File: src/rtl/bidir_shift_ctrl_pkg.sv
// Shared encodings for the bidirectional shift-register transaction controller.
package bidir_shift_ctrl_pkg;

    typedef enum logic [1:0] {
        ST_IDLE  = 2'd0,
        ST_SHIFT = 2'd1,
        ST_RESP  = 2'd2
    } state_e;

    localparam logic DIR_RIGHT = 1'b1;
    localparam logic DIR_LEFT  = 1'b0;

endpackage

File: src/rtl/mod_n_counter.sv
// Modulo-N up counter with synchronous clear; wrap pulses on the enabled N-1 -> 0 edge.
module mod_n_counter #(
    parameter int N = 4
) (
    input  logic                 clk,
    input  logic                 reset_n,
    input  logic                 clr,
    input  logic                 en,
    output logic [$clog2(N)-1:0] q,
    output logic                 wrap
);
    localparam int CNT_W = $clog2(N);
    localparam logic [CNT_W-1:0] LAST = CNT_W'(N - 1);

    logic [CNT_W-1:0] q_q, q_d;

    always_comb begin
        q_d = q_q;
        if (clr)
            q_d = '0;
        else if (en)
            q_d = (q_q == LAST) ? '0 : q_q + 1'b1;
    end

    always_ff @(posedge clk or negedge reset_n) begin
        if (!reset_n) q_q <= '0;
        else          q_q <= q_d;
    end

    assign q    = q_q;
    assign wrap = en && (q_q == LAST);

endmodule

File: src/rtl/bidir_shift_ctrl.sv
// Word-level controller for an N-bit bidirectional shift register (SI/R_L_n/SO, no enable).
// Optional BIDIR_SHIFT_CTRL_PARITY_EN adds rsp_parity (=^rsp_data, registered with it).
module bidir_shift_ctrl
    import bidir_shift_ctrl_pkg::*;
#(
    parameter int N = 4
) (
    input  logic         clk,
    input  logic         reset_n,
    input  logic         req_valid,
    output logic         req_ready,
    input  logic         req_dir,
    input  logic [N-1:0] req_data,
    output logic         rsp_valid,
    input  logic         rsp_ready,
    output logic [N-1:0] rsp_data,
`ifdef BIDIR_SHIFT_CTRL_PARITY_EN
    output logic         rsp_parity,
`endif
    output logic         sr_si,
    output logic         sr_r_l_n,
    input  logic         sr_so,
    output logic         busy
);
    localparam int CNT_W = $clog2(N);
    localparam logic [CNT_W-1:0] LAST     = CNT_W'(N - 1);
    localparam logic [CNT_W-1:0] PRE_LAST = CNT_W'(N - 2);

    state_e           state_q, state_d;
    logic [N-1:0]     data_q, data_d;
    logic             dir_q, dir_d;
    logic [N-1:0]     rx_q, rx_d;
    logic             rsp_valid_q, rsp_valid_d;
    logic             req_ready_q, req_ready_d;
    logic [CNT_W-1:0] phase, bit_cnt, idx;
    logic             phase_wrap, bit_wrap, accept;

    // Phase tracks idle rotation; it is parked at 0 during SHIFT so RESP starts aligned.
    mod_n_counter #(.N(N)) u_phase (
        .clk(clk), .reset_n(reset_n),
        .clr(state_q == ST_SHIFT), .en(state_q != ST_SHIFT),
        .q(phase), .wrap(phase_wrap)
    );

    mod_n_counter #(.N(N)) u_bit (
        .clk(clk), .reset_n(reset_n),
        .clr(accept), .en(state_q == ST_SHIFT),
        .q(bit_cnt), .wrap(bit_wrap)
    );

    // Accept only on the rotation edge that brings stored contents back into alignment.
    assign accept = req_valid && req_ready_q && phase_wrap;
    assign idx    = (dir_q == DIR_LEFT) ? LAST - bit_cnt : bit_cnt;

    always_comb begin
        state_d     = state_q;
        data_d      = data_q;
        dir_d       = dir_q;
        rx_d        = rx_q;
        rsp_valid_d = rsp_valid_q;
        case (state_q)
            ST_IDLE: begin
                if (accept) begin
                    data_d  = req_data;
                    dir_d   = req_dir;
                    state_d = ST_SHIFT;
                end
            end
            ST_SHIFT: begin
                rx_d[idx] = sr_so;
                if (bit_wrap) begin
                    state_d     = ST_RESP;
                    rsp_valid_d = 1'b1;
                end
            end
            ST_RESP: begin
                if (rsp_ready) begin
                    state_d     = ST_IDLE;
                    rsp_valid_d = 1'b0;
                end
            end
            default: state_d = ST_IDLE;
        endcase
        // Phase only advances outside SHIFT, so N-2 now means N-1 after this edge.
        req_ready_d = (state_d == ST_IDLE) && (state_q != ST_SHIFT) && (phase == PRE_LAST);
    end

    always_ff @(posedge clk or negedge reset_n) begin
        if (!reset_n) begin
            state_q     <= ST_IDLE;
            data_q      <= '0;
            dir_q       <= DIR_RIGHT;
            rx_q        <= '0;
            rsp_valid_q <= 1'b0;
            req_ready_q <= 1'b0;
        end else begin
            state_q     <= state_d;
            data_q      <= data_d;
            dir_q       <= dir_d;
            rx_q        <= rx_d;
            rsp_valid_q <= rsp_valid_d;
            req_ready_q <= req_ready_d;
        end
    end

`ifdef BIDIR_SHIFT_CTRL_PARITY_EN
    logic parity_q, parity_d;

    always_comb begin
        parity_d = parity_q;
        if (state_q == ST_SHIFT && bit_wrap)
            parity_d = ^rx_d;
    end

    always_ff @(posedge clk or negedge reset_n) begin
        if (!reset_n) parity_q <= 1'b0;
        else          parity_q <= parity_d;
    end

    assign rsp_parity = parity_q;
`endif

    // The register shifts every edge: outside SHIFT it must rotate SO back into SI.
    assign sr_si     = (state_q == ST_SHIFT) ? data_q[idx] : sr_so;
    assign sr_r_l_n  = (state_q == ST_SHIFT) ? dir_q : DIR_RIGHT;
    assign busy      = (state_q == ST_SHIFT);
    assign req_ready = req_ready_q;
    assign rsp_valid = rsp_valid_q;
    assign rsp_data  = rx_q;

endmodule

File: config.mk
export PLATFORM = sky130hd
export DESIGN_NAME = bidir_shift_ctrl
export DESIGN_NICKNAME = d
export VERILOG_FILES = /design/src/rtl/bidir_shift_ctrl_pkg.sv /design/src/rtl/mod_n_counter.sv /design/src/rtl/bidir_shift_ctrl.sv
export SDC_FILE = /design/constraint.sdc
export NUM_CORES = 1
export LEC_CHECK = 0
export ABC_AREA = 1
export BUFFER_PORTS_ARGS = -buffer_cell sky130_fd_sc_hd__buf_2
export CAP_MARGIN = 20
export CORE_MARGIN = 2
export CORE_UTILIZATION = 55
export CTS_CLUSTER_SIZE = 28
export DETAILED_ROUTE_END_ITERATION = 6
export PLACE_DENSITY = 0.81
export SYNTH_ARGS = -nofsm -noshare
export SYNTH_HDL_FRONTEND = slang
export SYNTH_SLANG_ARGS = --single-unit
export TNS_END_PERCENT = 1
File: constraint.sdc
create_clock -name clk -period 3.24 [get_ports clk]
set_clock_uncertainty 0.15 [all_clocks]
set_input_delay 0.324 -clock clk [delete_from_list [all_inputs] [get_ports clk]]
set_output_delay 0.324 -clock clk [all_outputs]
set_load 0.01 [all_outputs]
# Word-level counts from Yosys, hierarchy flattened
# Cells that the tools add are included.
[classes] add_sub_neg=3 magnitude_cmp=2 n_eq_ne=8 n_mux=21 reduce_logical=14
[op_table] operator="2-bit two-way mux" n=10
[op_table] operator="2-bit == test, second input constant" n=4
[op_table] operator="1-bit logical AND" n=7
[op_table] operator="1-bit two-way mux" n=6
[op_table] operator="2-bit case mux with 3 select lines" n=1
[op_table] operator="2-bit nonzero test" n=3
[op_table] operator="2-bit by 1-bit adder with 2-bit output, second input constant" n=2
[op_table] operator="4-bit bitwise mux" n=1
[op_table] operator="2-bit zero test" n=2
[op_table] operator="2-bit != test, second input constant" n=2
[op_table] operator="2-bit by 3-bit less-than comparator with 1-bit output, second input constant" n=1
[op_table] operator="3-bit AND reduction" n=1
[op_table] operator="1-bit binary-select mux with 2-bit select" n=1
[op_table] operator="1-bit demux with 2-bit select" n=1
[op_table] operator="2-bit by 1-bit == test with 1-bit output, second input constant" n=1
[op_table] operator="2-bit by 1-bit greater-or-equal comparator with 1-bit output, second input constant" n=1
[op_table] operator="2-bit by 1-bit != test with 1-bit output, second input constant" n=1
[op_table] operator="1-bit case mux with 2 select lines" n=1
[op_table] operator="2-bit AND reduction" n=1
[op_table] operator="2-bit subtractor, first input constant" n=1
[word_totals] reg_bits=17 input_bits=10 elab_cells=56

# Logic depth before layout (Yosys ltp)
# Gate-level depths: netlist (run 1).
[depth] depth_word=8 depth_mapped=8

# Cells and area by module
# Synthesis (run 1) repeated with hierarchy kept, for this count alone.
[hier_totals] cells_unflattened=110 hier_area_um2=853.3
[by_module_without_submodules] mod="bidir_shift_ctrl" n_inst=1 cells_each=82 area_per_inst_um2=635.6 seq_area_each_um2=326.6
[by_module_without_submodules] mod="mod_n_counter" n_inst=2 cells_each=14 area_per_inst_um2=108.9 seq_area_each_um2=50.0

# Least setup slack after synthesis (run 1)
# OpenSTA, ideal clock, no wires.
[synth_path] kind="flip-flop to output port" from="reg dir_q" to="out sr_si" arrival_ns=1.085 slack_ns=1.681 path_stages_with_launch=7 path_cell_list="dfstp_2 > xor2_1 > inv_1 > nand2_1 > nand2_1 > nand2_1 > nand2_1"
[synth_via] elab_chain_len=4
[synth_rtl] item="start, declared" line_no="bidir_shift_ctrl.sv:31" text="logic dir_q, dir_d;"
[synth_rtl] item="start signal, assigned" line_no="bidir_shift_ctrl.sv:99" text="dir_q <= dir_d;"
[synth_rtl] item="2-bit two-way mux" line_no="bidir_shift_ctrl.sv:53" text="assign idx = (dir_q == DIR_LEFT) ? LAST - bit_cnt : bit_cnt;"
[synth_rtl] item="1-bit binary-select mux with 2-bit select" line_no="bidir_shift_ctrl.sv:124" text="assign sr_si = (state_q == ST_SHIFT) ? data_q[idx] : sr_so;"
[synth_rtl] item="1-bit two-way mux (not written as such)" line_no="bidir_shift_ctrl.sv:124"
[synth_rtl] item="1-bit two-way mux" line_no="bidir_shift_ctrl.sv:124"
[synth_rtl] item="end, declared" line_no="bidir_shift_ctrl.sv:20" text="output logic sr_si,"
# Every way passes these cells. The select of a mux whose other input is x is not followed.

# Final worst setup path (run 1)
# Ends and elaborated chain as after synthesis.

==> results of run 1 <==
==> worst paths after layout <==
kind                              startpoint      endpoint  slack, ns  cells after the start
worst max register to register    state_q[1]    state_q[0]       1.79                      6
worst min-delay path             req_data[0]     data_q[0]       0.08                      3
worst max-delay path                   dir_q         sr_si       1.17                      7
max in group asynchronous            reset_n         dir_q       2.30                      2
worst min register to register  u_phase.q[0]  u_phase.q[0]       0.33                      1
min in group asynchronous            reset_n   rsp_data[1]       0.32                      2
==> cells by family (layout without fill, tap and decap cells) <==
group                      Yosys count  count (layout)  share of synthesized area, %
xor gates and xnor gates             1               1                         1.056
adders and majority gates            3               3                         4.525
AOI/OAI and AO/OA                   11              11                         6.636
DFF                                 17              17                         51.43
buffers and inverters               11              33                         5.883
and+or+nand+nor                     55              55                         30.47
==> report_power, final <==
part / leakage (nW) / switching (mW) / internal, mW
combinational: 0.301 / 0.182 / 0.120
sequential: 0.205 / 0.0637 / 0.307
clock: 0.0150 / 0.0660 / 0.0479
==> worst reg2reg max path, cell delays in order, from the launching register on <==
cell     delay [ns]
dfrtp_1        0.49
inv_2          0.13
nand2_4        0.08
inv_2          0.18
nand2_1        0.12
nand3_1        0.11
o21ai_0        0.08
==> flip-flops by register name (all words and copies together), names as in the netlist <==
signal / flops
data_q: 4
rsp_data: 4
state_q: 2
u_bit.q: 2
u_phase.q: 2
dir_q: 1
req_ready: 1
rsp_valid: 1
==> layout make-up <==
type / count / area [sq um]
Clock buffer: 4 / 26.28
Fill cell: 120 / 489.2
Inverter: 10 / 37.54
Multi-Input combinational cell: 70 / 354.1
Sequential cell: 17 / 426.7
Tap cell: 16 / 20.02
Timing Repair Buffer: 19 / 100.1
==> per-layer routing <==
metal	GRT usage [%]	vias up
met5	0	-
met4	16.25	0
met3	2.553	6
met2	30.91	21
met1	24.23	317
li1	-	356
==> timing repair <==
action,CTS,global route
hold buffers,1,0
setup endpoints to repair,0,0
endpoints found under the hold margin,16,0
==> cells in the final DEF, fill, tap and decap left out <==
| cell | synthesis | final |
|---|---|---|
| buf_2 | 0 | 18 |
| clkbuf_1 | 0 | 1 |
| clkbuf_4 | 0 | 3 |
| dfrtp_1 | 16 | 16 |
| dfstp_2 | 1 | 1 |
| dlygate4sd3_1 | 0 | 1 |
| ha_1 | 3 | 3 |
| inv_1 | 8 | 8 |
| inv_2 | 2 | 2 |
| nand2_1 | 38 | 38 |
| nand2_4 | 1 | 1 |
| nand3_1 | 10 | 10 |
| nand4_4 | 1 | 1 |
| nor2_1 | 3 | 3 |
| nor2_4 | 1 | 1 |
| nor3_1 | 1 | 1 |
| o21ai_0 | 11 | 11 |
| xor2_1 | 1 | 1 |
==> through the flow <==
| stage | instance area (sq um) | setup WS [ns] | instances | hold slack [ns] |
|---|---|---|---|---|
| final | 964.7 | 1.169 | 136 | 0.07855 |
| after global routing | 964.7 | 1.047 | 136 | 0.08940 |
| after CTS | 964.7 | 1.155 | 136 | 0.07767 |
| after detailed placement | 928.4 | 1.494 | 131 | 0.1172 |
| after global placement | 928.4 | 1.566 | 131 | 0.1143 |
| after floorplan | 829.5 | 1.681 | 98 | -0.1216 |
==> flow_metrics.py, run 1 <==
metrics = {
    "clock_network": {
        "clkLatencyLatePin_ns": 0.29,
        "cts_tree": "built",
        "clk_pin_slew_ns": 0.10,
        "cts_sinks": 17,
        "cts-buffers-inserted": 3,
        "cts_resized": 0,
        "cts_buffer_depth": 2,
        "post_cts_buffers": 0,
        "htree_levels": 1,
        "root_buffer": "clkbuf_4",
    },
    "setup_path": {
        "cpMaxStageDelayCell": "dfstp_2",
        "cp-start-kind": "flop",
        "path_common_cell": "nand2_1",
        "critPathMaxFanout": 4,
        "worst-path-buf-inv": 2,
        "cpPeakStageDelay_ns": 0.57,
        "cp.required_ns": 2.77,
        "path_cells": "xor2_1 > inv_1 > nand2_1 > nand2_1 > nand2_1 > nand2_1 > buf_2",
        "critPathKind": "reg2out",
        "critPathArrivalTime_ns": 1.60,
        "crit_family": "flip-flops",
        "cp-end-kind": "output port",
    },
    "drt": {
        "wirelength_um": 1512,
        "wl_met3_um": 66,
        "ant_nets": 0,
        "vias": 700,
        "highest_layer": "met4",
        "wl_met1_um": 672,
        "vias_per_cell": 5.147,
        "drc": 0,
        "drtIter0Drc": 10,
        "met2_length_um": 728,
        "drt_pre_antenna_iters": 4,
        "wl_per_cell_um": 11.12,
    },
    "synthesis": {
        "syn_area_per_cell_sq_um": 8.465,
        "synth_edf_count": 0,
        "synth_top_cell_area_share_pct": 48.27,
        "yosys.area.top_type": "dfrtp_1",
        "yosys_warnings": 0,
        "synth_cell_types": 15,
        "syn_inst": 98,
        "synth_seq_cells": 17,
        "synthArstFlopShare_pct": 100.0,
        "yosys-top-cells-count": "nand2_1, dfrtp_1, o21ai_0, nand3_1, inv_1",
        "netlist_area_sq_um": 829.5,
        "yosysMostFrequentCell": "nand2_1",
        "synthFlopType": "dfrtp_1",
        "synth_nets": 111,
        "synth_area_leaders": "dfrtp_1, nand2_1, o21ai_0",
        "ys_seq_area_share_pct": 51.43,
    },
    "timing": {
        "period_share_pct": 63.93,
        "hold_violations": 0,
        "tns_ns": 0,
        "finalSetupViolations": 0,
        "rsz0062_at_grt": "no",
        "fin_crit_ns": 2.071,
        "max_freq_ghz": 0.4828,
        "worst-slew-pin-transition_ns": 0.3825,
        "slew_headroom_pct": 74.50,
        "report.final.slew_viol_count": 0,
    },
    "finish": {
        "antenna_cells": 0,
        "nets": 134,
        "drive_above_1_share_pct": 22.50,
        "syn2layout_area_growth_pct": 16.29,
        "finish.utilization_pct": 66.35,
    },
    "grt": {
        "grt-ovfl-total": 0,
        "first_global_vias": 666,
        "grt_antenna_before_repair": 0,
        "grt_pass1_wl_um": 2670,
        "gr-usage-all-layers_pct": 19.84,
        "grt_max_degree": 18,
    },
    "placed_design": {
        "hpwl_um": 1137,
        "gp_congestion": 0.8262,
        "io_buffers": 18,
    },
    "die": {
        "die_height_um": 42.84,
        "dieWidth_um": 42.84,
        "coreArea_sq_um": 1454,
        "initial_core_util_pct": 57.06,
        "fp-row-count": 14,
        "dieArea_sq_um": 1835,
        "io_pins": 19,
    },
    "hold_path": {
        "hold_class": "in2reg",
    },
    "pwr": {
        "peakVddDrop_mv": 0.4029,
        "leakagePower_nw": 0.5207,
        "totalPowerFinal_uw": 786.3,
        "powerDensity_nw_per_um2": 815.1,
    },
    "status": {
        "status": "completed",
    },
    "job": {
        "cap_violations": 0,
    },
}
Note: power is estimated with default switching activity, not from simulation.
==> inputs of run 2 (changes only) <==
--- a/config.mk
+++ b/config.mk
@@ -9,10 +9,10 @@
 export BUFFER_PORTS_ARGS = -buffer_cell sky130_fd_sc_hd__buf_2
 export CAP_MARGIN = 20
 export CORE_MARGIN = 2
-export CORE_UTILIZATION = 55
+export CORE_UTILIZATION = 46
 export CTS_CLUSTER_SIZE = 28
 export DETAILED_ROUTE_END_ITERATION = 6
-export PLACE_DENSITY = 0.81
+export PLACE_DENSITY = 0.72
 export SYNTH_ARGS = -nofsm -noshare
 export SYNTH_HDL_FRONTEND = slang
 export SYNTH_SLANG_ARGS = --single-unit
==> constraint.sdc (replaced) <==
create_clock -name clk -period 1.86 [get_ports clk]
set_clock_uncertainty 0.15 [all_clocks]
set_input_delay 0.186 -clock clk [delete_from_list [all_inputs] [get_ports clk]]
set_output_delay 0.186 -clock clk [all_outputs]
set_load 0.01 [all_outputs]
==> run 2 against run 1 <==
  * The run now ends with negative setup slack left
  * Die area grew 18%
  * Via count grew 3.4%
  * Clock power grew 75%
  * Non-clock buffer count grew 10
  * Final area grew 15%
  * Global-route usage shrank 1.2 points
  * Power grew 97%
  * Register-to-register slack lost 1.5 ns
  * Critical path depth grew 2
  * Routed wire length grew 15%
  * Final cell count grew 14%
  * Critical path type unchanged
  * Critical endpoint unchanged
  * Largest cell class unchanged
==> flow_metrics.py, run 2 (synthesis results as in run 1) <==
metrics = {
    "status": {
        "status": "finished, violations left",
        "violations": "negative setup slack",
    },
    "timing": {
        "finalSetupViolations": 1,
        "period_share_pct": 101.2,
        "report.final.slew_viol_count": 0,
        "worst-slew-pin-transition_ns": 0.3974,
        "fin_crit_ns": 1.882,
        "max_freq_ghz": 0.5314,
        "worst_slack_ns": -0.02176,
        "slew_headroom_pct": 73.50,
        "hold_violations": 0,
        "hold_ws_ns": 0.07914,
        "rsz0062_at_grt": "yes",
    },
    "grt": {
        "grt_pass1_wl_um": 2849,
        "grt_max_degree": 18,
        "grt-ovfl-total": 0,
        "first_global_vias": 677,
        "gr-usage-all-layers_pct": 18.60,
        "grt_antenna_before_repair": 0,
    },
    "finish": {
        "seqCellArea_sq_um": 426.7,
        "layout_common_cells": "nand2_1, buf_2, dfrtp_1, o21ai_0, nand3_1",
        "drive_above_1_share_pct": 30.00,
        "fillCellCount": 160,
        "multi_input_area_sq_um": 395.4,
        "fin_area_sq_um": 1110,
        "nets": 144,
        "final_common_cell": "nand2_1",
        "antenna_cells": 0,
        "syn2layout_area_growth_pct": 33.79,
    },
    "setup_path": {
        "cp-start-kind": "flop",
        "critPathArrivalTime_ns": 1.55,
        "rrSetupSlack_ns": 0.33,
        "critPathMaxFanout": 4,
        "rr_endpoint": "rsp_data[3]",
        "critPathKind": "reg2out",
        "timing.critical_path.to": "sr_si",
        "ff2ff_path_depth": 8,
        "cp-end-kind": "output port",
        "r2r_start": "dir_q",
        "startpoint": "dir_q",
        "cp.required_ns": 1.52,
    },
    "drt": {
        "vias": 724,
        "drt_pre_antenna_iters": 4,
        "wirelength_um": 1741,
        "drtIter0Drc": 10,
        "ant_nets": 0,
        "wl_per_cell_um": 11.23,
        "drc": 0,
        "vias_per_cell": 4.671,
    },
    "clock_network": {
        "root_buffer": "clkbuf_4",
        "cts_sinks": 17,
        "clkLatencyLatePin_ns": 0.28,
        "cts-buffers-inserted": 3,
        "htree_levels": 1,
        "clk_pin_slew_ns": 0.10,
        "cts_tree": "built",
        "cts_buffer_depth": 2,
    },
    "die": {
        "initial_core_util_pct": 48.57,
        "io_pins": 19,
        "fp-row-count": 15,
        "die_height_um": 46.47,
        "dieWidth_um": 46.47,
        "dieArea_sq_um": 2159,
        "coreArea_sq_um": 1708,
    },
    "pwr": {
        "powerDensity_nw_per_um2": 1399,
        "peakVddDrop_mv": 0.7891,
        "leakagePower_nw": 0.5763,
    },
    "job": {
        "cap_violations": 0,
    },
    "placed_design": {
        "pre_cts_ws_ns": 0.2551,
        "gp_congestion": 0.8037,
        "dpl_cell_area_sq_um": 939.7,
        "io_buffers": 18,
        "hpwl_um": 1135,
    },
    "hold_path": {
        "hold_class": "in2reg",
    },
}
## run 2: power by group
| part | leakage, nW | switching (mW) | internal, mW | total (mW) |
|---|---|---|---|---|
| clock network | 0.0150 | 0.116 | 0.0832 | 0.200 |
| registers | 0.205 | 0.149 | 0.536 | 0.684 |
| logic | 0.357 | 0.362 | 0.306 | 0.669 |
| total | 0.576 | 0.627 | 0.925 | 1.55 |
## run 2: critical path, cell delays in order (launching register included)
cell and delay, ns:
dfstp_2 0.65, inv_4 0.07, nand2_2 0.08, nand3_1 0.07
nand2_1 0.08, nand2_1 0.05, nand2_1 0.06, nand2_1 0.04
nand2_1 0.05, buf_2 0.12
## run 2: routing by layer
metal	wire length (um)	global-route usage, %	vias up
met2	842	28.06	13
met5	0	0	-
met3	57	4.706	2
met4	12	7.429	0
li1	-	-	375
met1	829	25.37	334
## run 2: stage by stage
stage | utilization [%] | power [mW] | instances | TNS [ns]
floorplan | - | 1.017 | 98 | 0
global placement | 55.02 | 1.157 | 140 | 0
detailed placement | 55.02 | 1.184 | 140 | 0
CTS | 61.25 | 1.414 | 151 | 0
global route | 64.98 | 1.696 | 155 | -0.1040
finish | 64.98 | 1.553 | 155 | -0.02176
## run 2: final cells by class
class | count | area share, %
sequential | 17 | 38.44
multi-input combinational | 70 | 35.63
timing repair buffer | 29 | 17.14
inverter | 10 | 3.608
tap | 25 | 2.819
clock buffer | 4 | 2.368
## run 2: what timing repair did
item	4_1_cts	5_1_grt
pin swaps	0	2
endpoints found under the hold margin	23	0
setup buffers	0	4
resized for setup	3	8
endpoints found under the setup margin	1	1
hold buffers	7	0
## run 2: worst min-delay path by stage
stage	startpoint	end	slack (ns)	cells past startpoint
6_report	sr_so	rsp_data[1]	0.08	3
3_5_place_dp	reset_n	rsp_data[3]	-0.01	1
5_1_grt	sr_so	rsp_data[2]	0.09	3
2_1_floorplan	reset_n	data_q[0]	-0.26	0
4_1_cts	sr_so	rsp_data[0]	0.07	3
3_3_place_gp	reset_n	rsp_data[1]	-0.02	1
==> inputs of run 3 (changes only) <==
--- a/config.mk
+++ b/config.mk
@@ -15,5 +15,6 @@
 export PLACE_DENSITY = 0.72
 export SYNTH_ARGS = -nofsm -noshare
 export SYNTH_HDL_FRONTEND = slang
+export SYNTH_HIERARCHICAL = 1
 export SYNTH_SLANG_ARGS = --single-unit
 export TNS_END_PERCENT = 1
==> run 3 against run 2 <==
  * The flow now finishes without violations
  * Via count grew 11%
  * Die area grew 2.6%
  * Flip-flop and latch count is the same
  * Power grew 12%
  * Global-route usage grew 1.0 points
  * Critical path type unchanged
  * Critical endpoint unchanged
  * Largest cell class unchanged
  * Largest power group is now combinational logic
==> flow_metrics.py, run 3 <==
metrics = {
    "status": {
        "status": "completed",
    },
    "timing": {
        "finalSetupViolations": 0,
        "hold_violations": 0,
        "rsz0062_at_grt": "yes",
        "worst_slack_ns": 0.02541,
        "tns_ns": 0,
        "max_freq_ghz": 0.5451,
        "worst-slew-pin-transition_ns": 0.3754,
        "report.final.slew_viol_count": 0,
        "period_share_pct": 98.63,
        "slew_headroom_pct": 74.97,
        "fin_crit_ns": 1.835,
    },
    "placed_design": {
        "hpwl_um": 1324,
        "dpl_cell_area_sq_um": 969.7,
        "gp_congestion": 0.7441,
        "io_buffers": 18,
        "pre_cts_ws_ns": 0.1681,
        "dp_cells": 152,
    },
    "clock_network": {
        "htree_levels": 1,
        "cts_tree": "built",
        "clkLatencyLatePin_ns": 0.28,
        "cts_sinks": 17,
        "cts-buffers-inserted": 3,
        "root_buffer": "clkbuf_4",
        "clk_pin_slew_ns": 0.09,
        "cts_buffer_depth": 2,
    },
    "synthesis": {
        "syn_inst": 110,
        "yosys-top-cells-count": "nand2_1, dfrtp_1, nand3_1, inv_1, nor2_1",
        "yosys_warnings": 6,
        "synth_nets": 122,
        "yosysMostFrequentCell": "nand2_1",
        "yosys.area.top_type": "dfrtp_1",
        "synth_edf_count": 0,
        "synthArstFlopShare_pct": 100.0,
        "synth_area_leaders": "dfrtp_1, nand2_1, nand3_1",
        "synth_seq_cells": 17,
        "synthFlopType": "dfrtp_1",
        "ys_seq_area_share_pct": 50.00,
        "netlist_area_sq_um": 853.3,
        "synth_cell_types": 17,
        "synth_top_cell_area_share_pct": 46.92,
        "syn_area_per_cell_sq_um": 7.757,
    },
    "drt": {
        "met2_length_um": 925,
        "wl_met3_um": 40,
        "ant_nets": 0,
        "drtIter0Drc": 8,
        "vias": 806,
        "wl_per_cell_um": 10.65,
        "vias_per_cell": 4.855,
        "drt_pre_antenna_iters": 5,
        "drc": 0,
        "wirelength_um": 1768,
        "highest_layer": "met4",
        "wl_met1_um": 791,
    },
    "setup_path": {
        "cp.required_ns": 1.52,
        "cpMaxStageDelayCell": "dfstp_2",
        "cp-start-kind": "flop",
        "critPathKind": "reg2out",
        "startpoint": "dir_q",
        "worst-path-buf-inv": 2,
        "critPathArrivalTime_ns": 1.50,
        "path_common_cell": "nand2_1",
        "path_cells": "inv_2 > nand2_4 > nand3_2 > nand2_1 > nand2_1 > nand2_1 > nand2_1 > nand2_1 > buf_2",
        "critPathMaxFanout": 4,
        "cpPeakStageDelay_ns": 0.59,
        "cp-end-kind": "output port",
        "r2r_start": "u_phase/q[0]",
        "crit_family": "flip-flops",
    },
    "grt": {
        "gr-usage-all-layers_pct": 19.60,
        "grt-ovfl-total": 0,
        "grt_antenna_before_repair": 0,
        "grt_max_degree": 18,
        "first_global_vias": 750,
        "grt_pass1_wl_um": 2987,
    },
    "job": {
        "cap_violations": 0,
    },
    "die": {
        "dieArea_sq_um": 2216,
        "coreArea_sq_um": 1727,
        "io_pins": 19,
        "fp-row-count": 15,
        "dieWidth_um": 47.07,
        "die_height_um": 47.07,
        "initial_core_util_pct": 49.42,
    },
    "pwr": {
        "leakagePower_nw": 0.6186,
        "peakVddDrop_mv": 0.7995,
        "powerDensity_nw_per_um2": 1577,
    },
    "finish": {
        "instances_no_fill": 166,
        "antenna_cells": 0,
        "syn2layout_area_growth_pct": 29.77,
        "nets": 154,
        "final_common_cell": "nand2_1",
        "multi_input_area_sq_um": 392.9,
        "fin_area_sq_um": 1107,
        "seqCellArea_sq_um": 427.9,
        "drive_above_1_share_pct": 28.37,
        "layout_common_cells": "nand2_1, buf_2, dfrtp_1, nand3_1, inv_1",
        "fillCellCount": 160,
    },
    "hold_path": {
        "hold_class": "in2reg",
        "min_from": "req_dir",
    },
}
==> run 3: stage by stage <==
| step | hold WS (ns) | util, % | power [mW] |
|---|---|---|---|
| floorplan | -0.2596 | - | 1.221 |
| global placement | -0.03120 | 56.16 | 1.422 |
| detailed placement | -0.02538 | 56.16 | 1.460 |
| CTS | 0.0008604 | 62.03 | 1.712 |
| global route | 0.03916 | 64.13 | 1.928 |
| finish | 0.01548 | 64.13 | 1.746 |
==> run 3: cells by family (layout without fill, tap and decap cells) <==
family,Yosys count,in the layout,share of synthesized area [%]
and+or+nand+nor,70,70,35.34
DFF,17,17,50.00
buffers and inverters,14,45,6.305
AOI/OAI and AO/OA,6,6,3.518
adders and majority gates,2,2,2.932
xor gates and xnor gates,1,1,1.907
==> run 3: path summary, 6_finish.rpt <==
kind	cells past startpoint	endpoint	slack [ns]
max	9	sr_si	0.03
min	3	dir_q	0.02
max reg2reg	7	req_ready	0.21
min reg2reg	2	rsp_valid	0.33
max in group asynchronous	2	dir_q	1.06
min in group asynchronous	2	rsp_valid	0.19
==> run 3: area by class of cell <==
cell class / count / area share [%]
timing repair buffer: 28 / 16.27
clock buffer: 4 / 2.373
sequential: 17 / 38.64
tap: 25 / 2.825
multi-input combinational: 79 / 35.48
inverter: 13 / 4.407
==> run 3: per-layer routing <==
| layer | track usage, % | vias up |
|---|---|---|
| met5 | 0 | - |
| met4 | 6.667 | 0 |
| met3 | 3.462 | 2 |
| met2 | 35.34 | 8 |
| met1 | 23.46 | 385 |
| li1 | - | 411 |
==> run 3: what timing repair did <==
item	CTS	global route
endpoints found under the hold margin	22	0
pin swaps	1	1
endpoints found under the setup margin	1	2
resized for setup	0	6
hold buffers	6	0
buffers inserted	2	2
==> run 3: power breakdown <==
part / internal, mW / leakage (nW) / switching, mW / total [mW]
registers: 0.551 / 0.209 / 0.141 / 0.692
clock network: 0.0831 / 0.0150 / 0.107 / 0.190
logic: 0.359 / 0.395 / 0.505 / 0.864
total: 0.993 / 0.619 / 0.753 / 1.75
==> run 3: worst reg2reg max path, stage by stage, from the launching register on <==
cell     delay [ns]
dfrtp_1        0.40
ha_1           0.20
nand2_1        0.06
inv_1          0.05
and3_1         0.30
nand2_2        0.15
o21ai_1        0.17
nor3_2         0.06
